## src/rtl/mem_wb_stage_pkg.sv

```systemverilog
`default_nettype none
// ============================================================================
// Module      : mips_defs (package)
// Description : Shared MIPS encodings used by the memory/write-back stage:
//               load opcodes, the syscall instruction word and the nop word.
// Revision    : 1.0 - initial release
// ============================================================================
package mips_defs;

  // Primary opcodes (instruction bits [31:26]) of the load family
  localparam logic [5:0] OP_LW  = 6'b100011;
  localparam logic [5:0] OP_LB  = 6'b100000;
  localparam logic [5:0] OP_LBU = 6'b100100;
  localparam logic [5:0] OP_LH  = 6'b100001;
  localparam logic [5:0] OP_LHU = 6'b100101;

  // Full syscall instruction word and the all-zero nop/bubble word
  localparam logic [31:0] SYSCALL_WORD = 32'h0000000C;
  localparam logic [31:0] NOP_WORD     = 32'h00000000;

endpackage : mips_defs
`default_nettype wire

```

## src/rtl/mem_wb_stage_load_align.sv

```systemverilog
`default_nettype none
// ============================================================================
// Module      : load_align
// Description : Combinational little-endian load-data alignment. Picks the
//               addressed byte/halfword out of the read word and sign- or
//               zero-extends it; non-load instructions pass the ALU result.
// Ports       : opcode  - instruction bits [31:26]
//               lane    - byte lane, effective address bits [1:0]
//               rdata   - word read from data memory (word-aligned address)
//               alu     - ALU result / effective address
//               aligned - register-file write data
// Revision    : 1.0 - initial release
// ============================================================================
module load_align
  import mips_defs::*;
#(
  parameter int WIDTH = 32
) (
  input  logic [5:0]       opcode,
  input  logic [1:0]       lane,
  input  logic [WIDTH-1:0] rdata,
  input  logic [WIDTH-1:0] alu,
  output logic [WIDTH-1:0] aligned
);

  logic [7:0]  w_byte;
  logic [15:0] w_half;

  always_comb begin
    w_byte = rdata[{lane, 3'b000} +: 8];
    // Halfword selection only looks at lane[1]; an odd address is tolerated.
    w_half = lane[1] ? rdata[31:16] : rdata[15:0];

    case (opcode)
      OP_LW:   aligned = rdata;
      OP_LB:   aligned = {{24{w_byte[7]}}, w_byte};
      OP_LBU:  aligned = {24'h000000, w_byte};
      OP_LH:   aligned = {{16{w_half[15]}}, w_half};
      OP_LHU:  aligned = {16'h0000, w_half};
      default: aligned = alu;
    endcase
  end

endmodule : load_align
`default_nettype wire

```

## src/rtl/mem_wb_stage.sv

```systemverilog
`default_nettype none
// ============================================================================
// Module      : mem_wb_stage
// Description : Memory-to-write-back pipeline register with load alignment,
//               stall / flush-to-bubble control and a sticky RUN/HALTED FSM
//               entered on a syscall with $v0 == HALT_CODE.
// Ports       : clk, rst (sync, active high), stall, flush
//               m_*        - memory-stage instruction fields
//               Order .. LO_Write_to_GPR, wb_valid - registered WB fields
//               halted     - core halted (sticky until rst)
//               retire_cnt - retired-instruction count
// Options     : MEM_WB_RETIRE_CNT_EN - build the retire counter; when
//               undefined retire_cnt is tied to zero.
// Revision    : 1.0 - initial release
// ============================================================================
module mem_wb_stage
  import mips_defs::*;
#(
  parameter int WIDTH     = 32,
  parameter int HALT_CODE = 10
) (
  input  logic             clk,
  input  logic             rst,
  input  logic             stall,
  input  logic             flush,
  input  logic             m_valid,
  input  logic [WIDTH-1:0] m_order,
  input  logic [WIDTH-1:0] m_pc,
  input  logic [WIDTH-1:0] m_alu,
  input  logic [WIDTH-1:0] m_rdata,
  input  logic [WIDTH-1:0] m_hi,
  input  logic [4:0]       m_wreg,
  input  logic             m_reg_we,
  input  logic             m_hilo_we,
  input  logic             m_hi2gpr,
  input  logic             m_lo2gpr,
  input  logic [WIDTH-1:0] m_v0,
  output logic [WIDTH-1:0] Order,
  output logic [WIDTH-1:0] PC_out,
  output logic [WIDTH-1:0] RegFile_Din,
  output logic [WIDTH-1:0] HI_in,
  output logic [4:0]       Write_Reg_num,
  output logic             Reg_Write_enable,
  output logic             HI_LO_Write_enable,
  output logic             HI_Write_to_GPR,
  output logic             LO_Write_to_GPR,
  output logic             wb_valid,
  output logic             halted,
  output logic [WIDTH-1:0] retire_cnt
);

  localparam logic [0:0]       S_RUN    = 1'b0;
  localparam logic [0:0]       S_HALTED = 1'b1;
  localparam logic [WIDTH-1:0] c_halt   = WIDTH'(HALT_CODE);

  logic [0:0]       r_state;
  logic [0:0]       w_state_next;
  logic [WIDTH-1:0] w_aligned;
  logic             w_load;
  logic             w_halt_hit;
  logic             w_en;

  logic [WIDTH-1:0] r_order, r_pc, r_din, r_hi;
  logic [4:0]       r_wreg;
  logic             r_reg_we, r_hilo_we, r_hi2gpr, r_lo2gpr, r_valid;

  load_align #(.WIDTH(WIDTH)) u_load_align (
    .opcode  (m_order[31:26]),
    .lane    (m_alu[1:0]),
    .rdata   (m_rdata),
    .alu     (m_alu),
    .aligned (w_aligned)
  );

  // A loading edge needs no flush, no stall and a running core; rst is
  // handled ahead of this in every register process.
  assign w_load     = !flush && !stall && (r_state == S_RUN);
  assign w_halt_hit = w_load && m_valid && (m_order == SYSCALL_WORD)
                      && (m_v0 == c_halt);
  // The halting syscall retires as a valid slot that writes nothing.
  assign w_en       = m_valid && !w_halt_hit;

  // ---------------- FSM: state register ----------------
  always_ff @(posedge clk) begin
    if (rst) r_state <= S_RUN;
    else     r_state <= w_state_next;
  end

  // ---------------- FSM: next state ----------------
  always_comb begin
    w_state_next = r_state;
    if ((r_state == S_RUN) && w_halt_hit) w_state_next = S_HALTED;
  end

  // ---------------- FSM: outputs ----------------
  always_comb begin
    halted = (r_state == S_HALTED);
  end

  // ---------------- pipeline register ----------------
  always_ff @(posedge clk) begin
    if (rst || flush) begin
      r_order   <= NOP_WORD;
      r_pc      <= '0;
      r_din     <= '0;
      r_hi      <= '0;
      r_wreg    <= '0;
      r_reg_we  <= 1'b0;
      r_hilo_we <= 1'b0;
      r_hi2gpr  <= 1'b0;
      r_lo2gpr  <= 1'b0;
      r_valid   <= 1'b0;
    end else if (w_load) begin
      r_order   <= m_order;
      r_pc      <= m_pc;
      r_din     <= w_aligned;
      r_hi      <= m_hi;
      r_wreg    <= m_wreg;
      r_reg_we  <= m_reg_we && w_en;
      r_hilo_we <= m_hilo_we && w_en;
      r_hi2gpr  <= m_hi2gpr;
      r_lo2gpr  <= m_lo2gpr;
      r_valid   <= m_valid;
    end
  end

  assign Order              = r_order;
  assign PC_out             = r_pc;
  assign RegFile_Din        = r_din;
  assign HI_in              = r_hi;
  assign Write_Reg_num      = r_wreg;
  assign Reg_Write_enable   = r_reg_we;
  assign HI_LO_Write_enable = r_hilo_we;
  assign HI_Write_to_GPR    = r_hi2gpr;
  assign LO_Write_to_GPR    = r_lo2gpr;
  assign wb_valid           = r_valid;

  // ---------------- retire counter ----------------
`ifdef MEM_WB_RETIRE_CNT_EN
  logic [WIDTH-1:0] r_retire_cnt;

  always_ff @(posedge clk) begin
    if (rst)                     r_retire_cnt <= '0;
    else if (w_load && m_valid)  r_retire_cnt <= r_retire_cnt + 1'b1;
  end

  assign retire_cnt = r_retire_cnt;
`else
  assign retire_cnt = '0;
`endif

endmodule : mem_wb_stage
`default_nettype wire

```

## config.mk

```make
export PLATFORM = sky130hd
export DESIGN_NAME = mem_wb_stage
export DESIGN_NICKNAME = d
export VERILOG_FILES = /design/src/rtl/mem_wb_stage_pkg.sv /design/src/rtl/mem_wb_stage_load_align.sv /design/src/rtl/mem_wb_stage.sv
export SDC_FILE = /design/constraint.sdc
export NUM_CORES = 1
export LEC_CHECK = 0
export CORE_MARGIN = 10
export CORE_UTILIZATION = 37
export DETAILED_ROUTE_END_ITERATION = 6
export PLACE_DENSITY = 0.88
export REMOVE_ABC_BUFFERS = 1
export SYNTH_ARGS = -nofsm -noshare
export SYNTH_HDL_FRONTEND = slang
export SYNTH_SLANG_ARGS = --single-unit
```

## constraint.sdc

```tcl
create_clock -name clk -period 2.49 [get_ports clk]
set_clock_uncertainty 0.05 [all_clocks]
set_input_delay 0.498 -clock clk [delete_from_list [all_inputs] [get_ports clk]]
set_output_delay 0.498 -clock clk [all_outputs]
set_load 0.01 [all_outputs]
```

# Word level (Yosys, flattened, before mapping)
# Index checks and enable logic that the tools add are counted.
[word_totals] register_bits=139 input_bits=206 out_inout_bits=171 word_cells=35
[op_classes] n_eq_ne=7 shift=1 muxes=2 bitwise_logic=1 reduce_logical=13
[ops] operator="$pmux W32 S5" count=1
[ops] operator="$eq A32 B4 Y1 const B" count=2
[ops] operator="$shiftx A32 B6 Y8" count=1
[ops] operator="$eq A6 B6 Y1 const B" count=5
[ops] operator="$mux W16" count=1
[ops] operator="$logic_and A1 B1 Y1" count=9
[ops] operator="$logic_not A1 Y1" count=3
[ops] operator="$logic_or A1 B1 Y1" count=1
[ops] operator="$not A1 Y1" count=1

# Depth between registers and ports, before layout
[logic_depth] ltp_word=9 depth_mapped=7 depth_no_buf=5

# By module
# From an unflattened synthesis, not the netlist that was laid out.
[hier_totals] cells_unflattened=811 area_unflattened_um2=6080.8
[by_module_without_submodules] mod="mem_wb_stage" instances=1 cells_per_inst=658 area_per_inst_um2=5119.9 seq_area_each_um2=2782.7
[by_module_without_submodules] mod="load_align" instances=1 cells_per_inst=153 area_per_inst_um2=960.9 seq_area_each_um2=0.0

# Worst setup path before layout
# OpenSTA, ideal clock, no wires.
[synth_path] path_type="in2reg" start="in m_alu[0]" end="reg r_din[20], in the netlist RegFile_Din[20]" setup_time_ps=125 arrival_ps=1741 t_required_ps=2315 slack_ps=574 cell_stages=6 path_buffers=1 cell_sequence="mux4_2 -> nand2b_1 -> a21oi_1 -> nor3_4 -> buf_4 -> a211oi_1"
[synth_between] elab_chain_len=2
[synth_lines] element="start, declared" line_no="mem_wb_stage.sv:29" source="input logic [WIDTH-1:0] m_alu,"
[synth_lines] element="$shiftx A32 B6 Y8" line_no="mem_wb_stage_load_align.sv:30" source="w_byte = rdata[{lane, 3'b000} +: 8];"
[synth_lines] element="$pmux W32 S5" line_no="mem_wb_stage_load_align.sv:34" source="case (opcode)"
[synth_lines] element="end signal, assigned" line_no="mem_wb_stage.sv:116" source="r_din <= w_aligned;"
[synth_lines] element="end, declared" line_no="mem_wb_stage.sv:63" source="logic [WIDTH-1:0] r_order, r_pc, r_din, r_hi;"
# Every way passes these cells.
# A chain may end at the register's enable or synchronous reset.

# Worst setup path after layout
[layout_path] start="in m_order[31]" end="reg r_din[31], in the netlist RegFile_Din[31]"
[layout_between] elab_chain_len=2 elab_cells_between_ends=6 classes_between="eq/ne: 5; mux: 1"
[layout_lines] element="start, declared" line_no="mem_wb_stage.sv:27" source="input logic [WIDTH-1:0] m_order,"
[layout_lines] element="$eq A6 B6 Y1" line_no="mem_wb_stage_load_align.sv:34"
[layout_lines] element="$pmux W32 S5 (*)" line_no="mem_wb_stage_load_align.sv:34"
# Every way passes the cells marked *; elsewhere a longest branch is shown, timed or not.

==> impl_summary.log <==
INFO  metric fmax = 0.435 GHz
INFO  metric cts_root_buf = sky130_fd_sc_hd__clkbuf_16
INFO  metric drt_iter0_markers = between 400 and 500
INFO  metric global_route_hottest_layer = met2
INFO  metric max-clock-path-buffers = 2
INFO  metric min_period_over_period = 92.4%
INFO  metric power_frac_seq = about two fifths
INFO  metric grt_antenna_before_repair = 0
INFO  metric cell_leakage_power = 3.63 nW
INFO  metric h-tree-depth = 4
INFO  metric rows = 46
INFO  metric antenna_left = 0
INFO  metric setup_repair_after_global_routing_missed_its_margin = no
INFO  metric worstPathMaxFanout = 11
INFO  metric p_int = ~4.4 mW
INFO  metric hold_class = reg2reg
INFO  metric layout.filler_cells = between 1000 and 1500
INFO  metric routed_wire_length_per_instance = roughly 19 um
INFO  metric num_io_pins = 377
INFO  metric die-height = around 150 um
INFO  metric worst_ir_drop_vdd = 0.471 mV
INFO  metric yosys_most_used_dff = sky130_fd_sc_hd__dfxtp_1
INFO  metric power-per-cell-area = between 500 and 600 nW/um2
INFO  metric placement_cell_area = just under 10000 um2
INFO  metric syn2layout_area_growth = 72.5%
INFO  metric via_count_of_the_first_global_routing_pass = between 6000 and 7000
INFO  metric most-common-layout-cells = sky130_fd_sc_hd__clkdlybuf4s50_1, sky130_fd_sc_hd__nand2_1, sky130_fd_sc_hd__dfxtp_1, sky130_fd_sc_hd__a21oi_1, sky130_fd_sc_hd__buf_4
INFO  metric post_cts_buffers = 0
INFO  metric drv.max_cap_violation_count = 0
INFO  metric global_route_wire_length_before_repair = between 30 and 40 mm
INFO  metric endpoints_failing_hold = 0
INFO  metric synth_top_area_share = a little under half
INFO  metric setup_ws_final = between 0.15 and 0.2 ns
INFO  metric area.sequential = 2780 um2
INFO  metric most_common_cell_after_layout_fill_and_taps_aside = sky130_fd_sc_hd__clkdlybuf4s50_1
INFO  metric design_area = between 10000 and 15000 um2
INFO  metric worst_setup_path_start_kind = input pin
INFO  metric synthesis.area = roughly 6000 um2
INFO  metric cell_accounting_for_the_most_synthesized_area = sky130_fd_sc_hd__dfxtp_1
INFO  metric initial_utilization = 37.6%
INFO  metric grt_start_max_net_pins = between 70 and 80
INFO  metric die_w = between 100 and 150 um
INFO  metric status = finished, final reports clean
INFO  metric postCtsResizedCells = 0
INFO  metric place.detailed.hpwl = between 15 and 20 mm
INFO  metric number_of_flops_mapped_to_enable_cells_by_yosys = 0
INFO  metric finalCoreUtilization = about two thirds
INFO  metric synth-async-reset-ratio = 0%
INFO  metric area_used_by_multi_input_combinational_logic = between 2000 and 3000 um2
INFO  metric end_kind = flop
INFO  metric setup_tns = 0 ns
INFO  metric port_buffers = roughly 340
INFO  metric cts_hold_repair.buffers = 0
INFO  metric finalCriticalPeriod = roughly 2.3 ns
INFO  metric cts-buffers-inserted = 17
INFO  metric postSynthRegisterBits = 139
INFO  metric timing_max_transition_violations_final = 0
INFO  metric seq_area_frac_synth = ~47%
INFO  metric synthesis.yosys.warnings = 0
INFO  metric postRouteWirelength = between 20 and 30 mm
INFO  metric postSynthCellCount = 756
INFO  metric post_synth.cell_area_avg = a little under 8 um2
INFO  metric grt.total_usage = 22.6%
INFO  metric clkSinkCount = 139
INFO  metric data_arrival_time_of_the_critical_path = between 2 and 3 ns
INFO  metric p_clk_share = ~45%
INFO  metric clk_pin_slew_worst_paths = approximately 0.060 ns
INFO  metric overall_die_area = approximately 22000 um2
INFO  metric netSwitchingFraction = approximately a quarter
INFO  metric grt.met2_usage = a little under two fifths
INFO  metric tritoncts = yes
INFO  metric ys_top_cells_by_area = sky130_fd_sc_hd__dfxtp_1, sky130_fd_sc_hd__nand2_1, sky130_fd_sc_hd__a21oi_1
INFO  metric floorplan.core_area = about 16000 um2
INFO  metric met1_track_demand_over_resource = 25.1%
INFO  metric drt-vias-per-instance = approximately 5
INFO  metric cp_data_required_time = between 2 and 3 ns
INFO  metric diodes = 0
INFO  metric clock_latency = approximately 0.41 ns
INFO  metric timing.final.setup_violations = 0
INFO  metric power.combinational.fraction = 15.3%
INFO  metric grt.met3_usage = roughly 7.4%
INFO  metric gp_congestion = just under 0.9
INFO  metric num_vias = 6745
INFO  metric post_synth_num_cell_types = 48
INFO  metric grt_remaining_overflow = 0
INFO  metric nets = around 1300
INFO  metric path_class = in2reg
INFO  metric hold-worst-slack = between 0.4 and 0.5 ns
INFO  metric remaining_drc_errors = 0
INFO  metric detailedPlace.worstSlack = -0.246 ns
INFO  metric share_of_final_layout_standard_cells_stronger_than_drive_strength_1 = 8.70%
INFO  metric firstDrtPassIters = 6
INFO  metric p_switching = ~1.4 mW
-- registers in the layout (all words and copies together), names as in the netlist --
name,cells
HI_in,32
Order,32
PC_out,32
RegFile_Din,32
Write_Reg_num,5
HI_LO_Write_enable,1
HI_Write_to_GPR,1
LO_Write_to_GPR,1
Reg_Write_enable,1
halted,1
wb_valid,1
-- cell families after synthesis --
group | Yosys count | share of synthesized area, %
AOI/OAI and AO/OA | 200 | 20.2
buffers and inverters | 92 | 8.41
muxes | 9 | 1.74
and+or+nand+nor | 315 | 23.0
other | 1 | 0.0627
DFF | 139 | 46.5
-- per-stage QoR --
stage                     cells  power [mW]
after floorplan             697        2.64
after global placement     1299        3.23
after detailed placement   1299        3.24
after CTS                  1331        5.87
after global routing       1331        6.03
final                      1331        5.81
-- path summary, 6_finish.rpt --
path / start / endpoint / slack [ns] / cells after the start
min reg2reg: HI_Write_to_GPR / HI_Write_to_GPR / 0.40 / 2
min: HI_Write_to_GPR / HI_Write_to_GPR / 0.40 / 2
max: m_order[31] / RegFile_Din[31] / 0.19 / 8
max reg2reg: halted / RegFile_Din[4] / 0.75 / 5
-- critical path, stage by stage --
cell	delay [ns]
sky130_fd_sc_hd__clkdlybuf4s50_1	0.57
sky130_fd_sc_hd__buf_4	0.17
sky130_fd_sc_hd__or3b_1	0.41
sky130_fd_sc_hd__buf_4	0.17
sky130_fd_sc_hd__nor3_4	0.21
sky130_fd_sc_hd__buf_4	0.22
sky130_fd_sc_hd__nand2_1	0.08
sky130_fd_sc_hd__a211oi_1	0.24
-- layer usage --
layer | wire [um] | share of wire, % | up-vias
met2 | 12500 | 49 | 353
met1 | 9760 | 38 | 3099
met4 | 885 | 3.5 | 0
met5 | 0 | 0 | -
met3 | 2190 | 8.6 | 63
li1 | - | - | 3230
-- area by class of cell --
cell class	count	area share (%)
clock inverters	13	1.61
multi-input cells	556	27.4
repair buffers	386	37.0
clock buffers	19	4.29
well taps	216	2.62
inverters	2	0.0728
flip-flops and latches	139	27.0
-- power groups by stage --
stage               logic (mW)  registers (mW)  clock network [mW]
detailed placement       0.881            2.36                   0
floorplan                0.247            2.39                   0
CTS                      0.887            2.32                2.67
finish                   0.889            2.32                2.61
global placement         0.870            2.36                   0
global route             0.954            2.32                2.76
-- synthesized netlist by cell type (2+ instances only) --
cell	number
sky130_fd_sc_hd__a21oi_1	116
sky130_fd_sc_hd__nand3_1	2
sky130_fd_sc_hd__a21o_1	2
sky130_fd_sc_hd__or2_2	2
sky130_fd_sc_hd__a32o_1	2
sky130_fd_sc_hd__o21ai_0	29
sky130_fd_sc_hd__nand4_1	5
sky130_fd_sc_hd__a221oi_1	5
sky130_fd_sc_hd__mux2i_1	7
sky130_fd_sc_hd__and3_1	2
sky130_fd_sc_hd__o211ai_1	7
sky130_fd_sc_hd__a211oi_2	11
sky130_fd_sc_hd__buf_4	36
sky130_fd_sc_hd__nor2_1	9
sky130_fd_sc_hd__dfxtp_1	139
sky130_fd_sc_hd__or3_1	4
sky130_fd_sc_hd__nor4b_1	4
sky130_fd_sc_hd__inv_1	2
sky130_fd_sc_hd__nor3_1	26
sky130_fd_sc_hd__nand2_1	237
sky130_fd_sc_hd__a22oi_1	5
sky130_fd_sc_hd__buf_6	2
sky130_fd_sc_hd__a31oi_1	3
sky130_fd_sc_hd__nor4_1	12
sky130_fd_sc_hd__clkbuf_1	45
sky130_fd_sc_hd__nand2b_1	4
sky130_fd_sc_hd__buf_2	6
sky130_fd_sc_hd__nor3_4	2
sky130_fd_sc_hd__a211oi_1	11
Power figures use the tool's default switching activity.
